[config.mk]
export PLATFORM = sky130hd
export DESIGN_NAME = param_seq_detector
export DESIGN_NICKNAME = d
export VERILOG_FILES = /design/src/rtl/param_seq_detector.sv
export SDC_FILE = /design/constraint.sdc
export NUM_CORES = 1
export LEC_CHECK = 0
export CAP_MARGIN = 40
export CORE_MARGIN = 4
export CORE_UTILIZATION = 30
export CTS_CLUSTER_DIAMETER = 50
export DETAILED_ROUTE_END_ITERATION = 10
export SKIP_LAST_GASP = 1
export SLEW_MARGIN = 10
export SYNTH_ARGS = -nofsm -noshare
export SYNTH_HDL_FRONTEND = slang
export SYNTH_SLANG_ARGS = --single-unit
[constraint.sdc]
create_clock -name clock -period 7.95 [get_ports clock]
set_input_delay 1.1925 -clock clock [delete_from_list [all_inputs] [get_ports clock]]
set_output_delay 1.1925 -clock clock [all_outputs]
set_load 0.005 [all_outputs]
[src/rtl/param_seq_detector.sv]
// rtl/param_seq_detector.sv - serial bit-pattern detector with a runtime-programmable pattern
// Detects a 1..MAX_LEN bit pattern (overlapping or not) and keeps a saturating match count.
module param_seq_detector #(
  parameter int                   MAX_LEN         = 8,
  parameter logic [MAX_LEN-1:0]   DEFAULT_PATTERN = 8'b0000_1011,
  parameter int                   DEFAULT_LEN     = 4,
  parameter bit                   DEFAULT_OVERLAP = 1'b1,
  parameter int                   COUNT_WIDTH     = 8,
  localparam int                  LW              = $clog2(MAX_LEN + 1)
) (
  input  logic                   clock,
  input  logic                   reset,
  input  logic                   sequence_in,
  input  logic                   in_valid,
  input  logic                   cfg_load,
  input  logic [MAX_LEN-1:0]     pattern_cfg,
  input  logic [LW-1:0]          len_cfg,
  input  logic                   overlap_cfg,
  input  logic                   count_clr,
  output logic                   detector_out,
  output logic [COUNT_WIDTH-1:0] match_count,
  output logic                   cfg_error,
  output logic                   busy
);

  localparam logic [LW-1:0] MAX_LEN_W = LW'(MAX_LEN);
  localparam logic [LW-1:0] DEF_LEN_W = LW'(DEFAULT_LEN);

  logic [MAX_LEN-1:0]     hist_q, hist_d;
  logic [LW-1:0]          fill_q, fill_d;
  logic [MAX_LEN-1:0]     pat_q, pat_d;
  logic [LW-1:0]          len_q, len_d;
  logic                   ovl_q, ovl_d;
  logic                   dout_q, dout_d;
  logic [COUNT_WIDTH-1:0] count_q, count_d;
  logic                   err_q, err_d;
  logic                   busy_q;

  logic                   accept;
  logic                   cfg_legal;
  logic [MAX_LEN-1:0]     hist_shift;
  logic [LW-1:0]          fill_inc;
  logic [MAX_LEN-1:0]     len_mask;
  logic                   match;

  assign accept    = in_valid & ~cfg_load;
  assign cfg_legal = (len_cfg != '0) && (len_cfg <= MAX_LEN_W);

  // Only the low len bits of the history take part in the comparison.
  always_comb begin
    len_mask = '0;
    for (int i = 0; i < MAX_LEN; i++) begin
      len_mask[i] = (LW'(i) < len_q);
    end
  end

  always_comb begin
    hist_shift = {hist_q[MAX_LEN-2:0], sequence_in};
    fill_inc   = (fill_q == MAX_LEN_W) ? fill_q : fill_q + LW'(1);
    match      = accept && (fill_inc >= len_q) &&
                 (((hist_shift ^ pat_q) & len_mask) == '0);
  end

  always_comb begin
    hist_d  = hist_q;
    fill_d  = fill_q;
    pat_d   = pat_q;
    len_d   = len_q;
    ovl_d   = ovl_q;
    dout_d  = 1'b0;
    err_d   = 1'b0;
    count_d = count_q;

    if (cfg_load) begin
      if (cfg_legal) begin
        pat_d  = pattern_cfg;
        len_d  = len_cfg;
        ovl_d  = overlap_cfg;
        hist_d = '0;
        fill_d = '0;
      end else begin
        err_d = 1'b1;
      end
    end else if (in_valid) begin
      hist_d = hist_shift;
      fill_d = fill_inc;
      if (match) begin
        dout_d = 1'b1;
        if (!ovl_q) begin
          fill_d = '0;
        end
      end
    end

    // A clear wins over a simultaneous match; the pulse itself is still emitted.
    if (count_clr) begin
      count_d = '0;
    end else if (match && (count_q != {COUNT_WIDTH{1'b1}})) begin
      count_d = count_q + COUNT_WIDTH'(1);
    end
  end

  always_ff @(posedge clock) begin
    if (!reset) begin
      hist_q  <= '0;
      fill_q  <= '0;
      pat_q   <= DEFAULT_PATTERN;
      len_q   <= DEF_LEN_W;
      ovl_q   <= DEFAULT_OVERLAP;
      dout_q  <= 1'b0;
      count_q <= '0;
      err_q   <= 1'b0;
      busy_q  <= 1'b0;
    end else begin
      hist_q  <= hist_d;
      fill_q  <= fill_d;
      pat_q   <= pat_d;
      len_q   <= len_d;
      ovl_q   <= ovl_d;
      dout_q  <= dout_d;
      count_q <= count_d;
      err_q   <= err_d;
      busy_q  <= (fill_d != '0);
    end
  end

  assign detector_out = dout_q;
  assign match_count  = count_q;
  assign cfg_error    = err_q;
  assign busy         = busy_q;

endmodule

==> flow_metrics.py <==
metrics = {
    "outcome": {
        "status": "completed",
    },
    "setup_path": {
        "cpMaxStageDelayCell": "and2_1",
        "critPathRequiredTime_ns": 8.13,
        "critical_path_class": "primary input to register",
        "worstPathBufferInverterCount": 1,
        "cp_top_family": "simple AND/OR/NAND/NOR gates",
        "critical_path.max_stage_delay_ns": 0.50,
        "critical_path_arrival_ns": 3.27,
        "critPathCaptureType": "register",
        "setup.worst_path.start_class": "primary input",
        "crit_chain": "clkdlybuf4s50_1 > nor3_1 > xnor2_1 > and2_1 > o22ai_1 > a21o_1 > a22o_1",
        "cp_max_fo": 15,
    },
    "sta": {
        "setup_total_negative_slack_ns": 0,
        "final_min_period_over_clock_period_pct": 38.85,
        "unrepaired_setup_endpoints_after_global_routing": "false",
        "achievable-frequency_mhz": 323.8,
        "timing_hold_violations_final": 0,
        "finalClockSkew_ns": 0.002891,
        "timing_worst_slew_pin_value_ns": 0.6149,
        "report.final.setup_viol": 0,
        "max_slew_margin_pct": 58.91,
        "fin_crit_ns": 3.089,
        "finalMaxSlewViolations": 0,
    },
    "synthesis": {
        "yosysSeqAreaShare_pct": 38.07,
        "synthesis.instances": 213,
        "multiplexer_share_of_the_synthesized_area_pct": 0.5438,
        "synth_xor_xnor_area_share_pct": 6.186,
        "synth_seq_cells": 35,
        "syn-cell-area_um2": 1841,
        "postSynthAreaPerCell_um2": 8.641,
        "synth_fp_nets": 239,
        "synth_fa_ha_area_share_pct": 4.759,
        "synth_simple_gate_area_share_pct": 26.31,
        "synth_compound_area_share_pct": 19.99,
        "combinational_family_with_the_most_area_after_synthesis": "simple AND/OR/NAND/NOR gates",
        "post_synth_num_cell_types": 43,
        "synth-warning-count": 0,
    },
    "detailed_routing": {
        "final_antenna_net_count": 0,
        "detail_route.drc_violations": 0,
        "firstDrtPassIters": 4,
        "route.detailed.wl_per_inst_um": 12.83,
        "routed-via-count": 1520,
        "vias_per_cell": 4.810,
        "drt-initial-drc-count": 54,
        "routed_wl_um": 4055,
    },
    "grt": {
        "grt_first_pass_wirelength_um": 6879,
        "grtUsageMet2_pct": 18.71,
        "grt_max_degree": 29,
        "global_route.usage.met1_pct": 14.74,
        "top_usage_layer": "met2",
        "use_met3_pct": 2.947,
        "track_usage_pct": 11.59,
        "grt_antenna_before_repair": 0,
        "overflow": 0,
        "number_of_global_route_vias_before_repair": 1495,
    },
    "cells_and_area": {
        "drive_above_1_share_pct": 6.639,
        "multiInputGateArea_um2": 1064,
        "layout.cells.most_common": "nand2_1",
        "top_library_cells_by_usage_in_the_layout_fill_and_taps_aside": "nand2_1, dfxtp_1, clkdlybuf4s50_1",
        "final_net_count": 267,
        "antennaDiodeCount": 0,
        "register_area_um2": 700.7,
        "fillerInstances": 622,
        "area_growth_pct": 24.13,
        "final_core_utilization_pct": 38.59,
    },
    "pwr": {
        "worst_ir_drop_vdd_v": 0.00009525,
        "p_leak_uw": 0.0008394,
        "report.power.total_uw": 365.1,
        "power_density_nw_per_um2": 159.8,
    },
    "cts": {
        "cts.htree.levels": 2,
        "cts_hold_buffers": 0,
        "number_of_clock_sinks": 35,
        "cts_made_buffers": 5,
        "cts_repair_resizes": 0,
        "clk_root_buffer_cell": "clkbuf_8",
        "clk_pin_slew_worst_paths_ns": 0.07,
        "cts-root-to-sink-buffers": 2,
        "insertion_delay_of_the_later_clocked_pin_in_the_worst_skew_pair_ns": 0.28,
        "cts_post_setup_buffers_inserted": 0,
        "cts_tree": "done",
    },
    "die": {
        "io_pins": 30,
        "initial_utilization_pct": 31.09,
        "core_area_um2": 5921,
        "die_area_um2": 7452,
        "rows": 28,
        "die-width_um": 86.33,
        "die_height_um": 86.33,
    },
    "job": {
        "timing.max_cap.violations": 0,
    },
    "placed_design": {
        "dp_hpwl_um": 3000,
        "port-buffer-count": 29,
        "gp_congestion": 0.7445,
    },
    "worst_hold_path": {
        "hold_path.class": "register to register",
    },
}
[flip-flops by register name (all words and copies together) (netlist names)]
name / count
pat_q: 8
match_count: 8
busy: 1
cfg_error: 1
hist_q: 7
detector_out: 1
fill_q: 4
len_q: 4
ovl_q: 1
[through the flow]
stage | cell area, um2 | setup WS [ns] | std cells | hold WS, ns
2_1_floorplan | 1841 | 5.290 | 213 | 0.4551
3_3_place_gp | 2182 | 4.575 | 308 | 0.4691
3_5_place_dp | 2197 | 4.535 | 309 | 0.4756
4_1_cts | 2285 | 4.834 | 316 | 0.4853
5_1_grt | 2285 | 4.641 | 316 | 0.5098
6_report | 2285 | 4.862 | 316 | 0.4798
[logic make-up (layout without fill, tap and decap cells)]
| group | Yosys count | after routing |
|---|---|---|
| buffers and inverters | 18 | 46 |
| DFF | 35 | 35 |
| adders and majority gates | 7 | 7 |
| and+or+nand+nor | 92 | 92 |
| muxes | 1 | 1 |
| xor gates and xnor gates | 13 | 13 |
| AOI/OAI and AO/OA | 47 | 47 |
[per-layer routing]
metal  wire (um)  vias up
met1        1992      695
met3         139        6
met2        1849       20
met5           0        -
li1            -      799
met4          73        0
[worst min-delay path, cell delays in order, from the launching register on]
cell,delay (ns)
dfxtp_1,0.32
nand2_1,0.05
a21boi_0,0.06
[final timing paths]
path | startpoint | to | slack, ns | depth (start not counted)
setup / recovery | len_cfg[0] | busy | 4.86 | 7
hold / removal | pat_q[7] | pat_q[7] | 0.48 | 2
hold reg to reg | pat_q[7] | pat_q[7] | 0.48 | 2
setup reg to reg | fill_q[0] | fill_q[2] | 4.97 | 12
[cell type report]
class	instances	share of cell area, %
tap	75	4.107
clock buffer	6	3.614
inverter	9	1.479
multi-input combinational	160	46.55
clock inverter	1	0.2191
sequential	35	30.67
timing repair buffer	30	13.36
[Yosys cell counts]
cell / instances / share of area (%)
nand2_1: 40 / 8.2
dfxtp_1: 35 / 38
a21boi_0: 16 / 6.5
nand3_1: 15 / 4.1
inv_1: 9 / 1.8
xnor2_1: 9 / 4.3
ha_1: 7 / 4.8
nand2b_1: 7 / 2.4
clkbuf_1: 6 / 1.2
nor2_1: 5 / 1.0
o21ai_0: 5 / 1.4
a21oi_1: 4 / 1.1
nor2b_1: 4 / 1.4
o211ai_1: 4 / 1.6
xor2_1: 4 / 1.9
a32o_1: 3 / 1.6
and2_1: 3 / 1.0
nand4_1: 3 / 1.0
or4_1: 3 / 1.2
a22o_1: 2 / 0.95
a31oi_1: 2 / 0.68
and4_1: 2 / 0.95
nor3_1: 2 / 0.54
o21ai_1: 2 / 0.54
o22ai_1: 2 / 0.68
or3_1: 2 / 0.68
a2111oi_2: 1 / 0.82
a211o_1: 1 / 0.48
a211oi_1: 1 / 0.41
a21boi_2: 1 / 0.61
a21o_1: 1 / 0.41
a22oi_2: 1 / 0.68
and3_1: 1 / 0.34
and3_4: 1 / 0.61
buf_1: 1 / 0.20
buf_2: 1 / 0.27
buf_6: 1 / 0.61
mux2i_1: 1 / 0.54
nand3_4: 1 / 0.95
nor3_4: 1 / 0.88
nor3b_1: 1 / 0.41
nor4_2: 1 / 0.68
o32ai_4: 1 / 1.5
[report_power, final]
part	switching, uW	internal, uW	total [uW]
clock	61.4	67.9	129
sequential	5.82	181	187
combinational	24.0	25.0	49.0
Power figures use the tool's default switching activity.
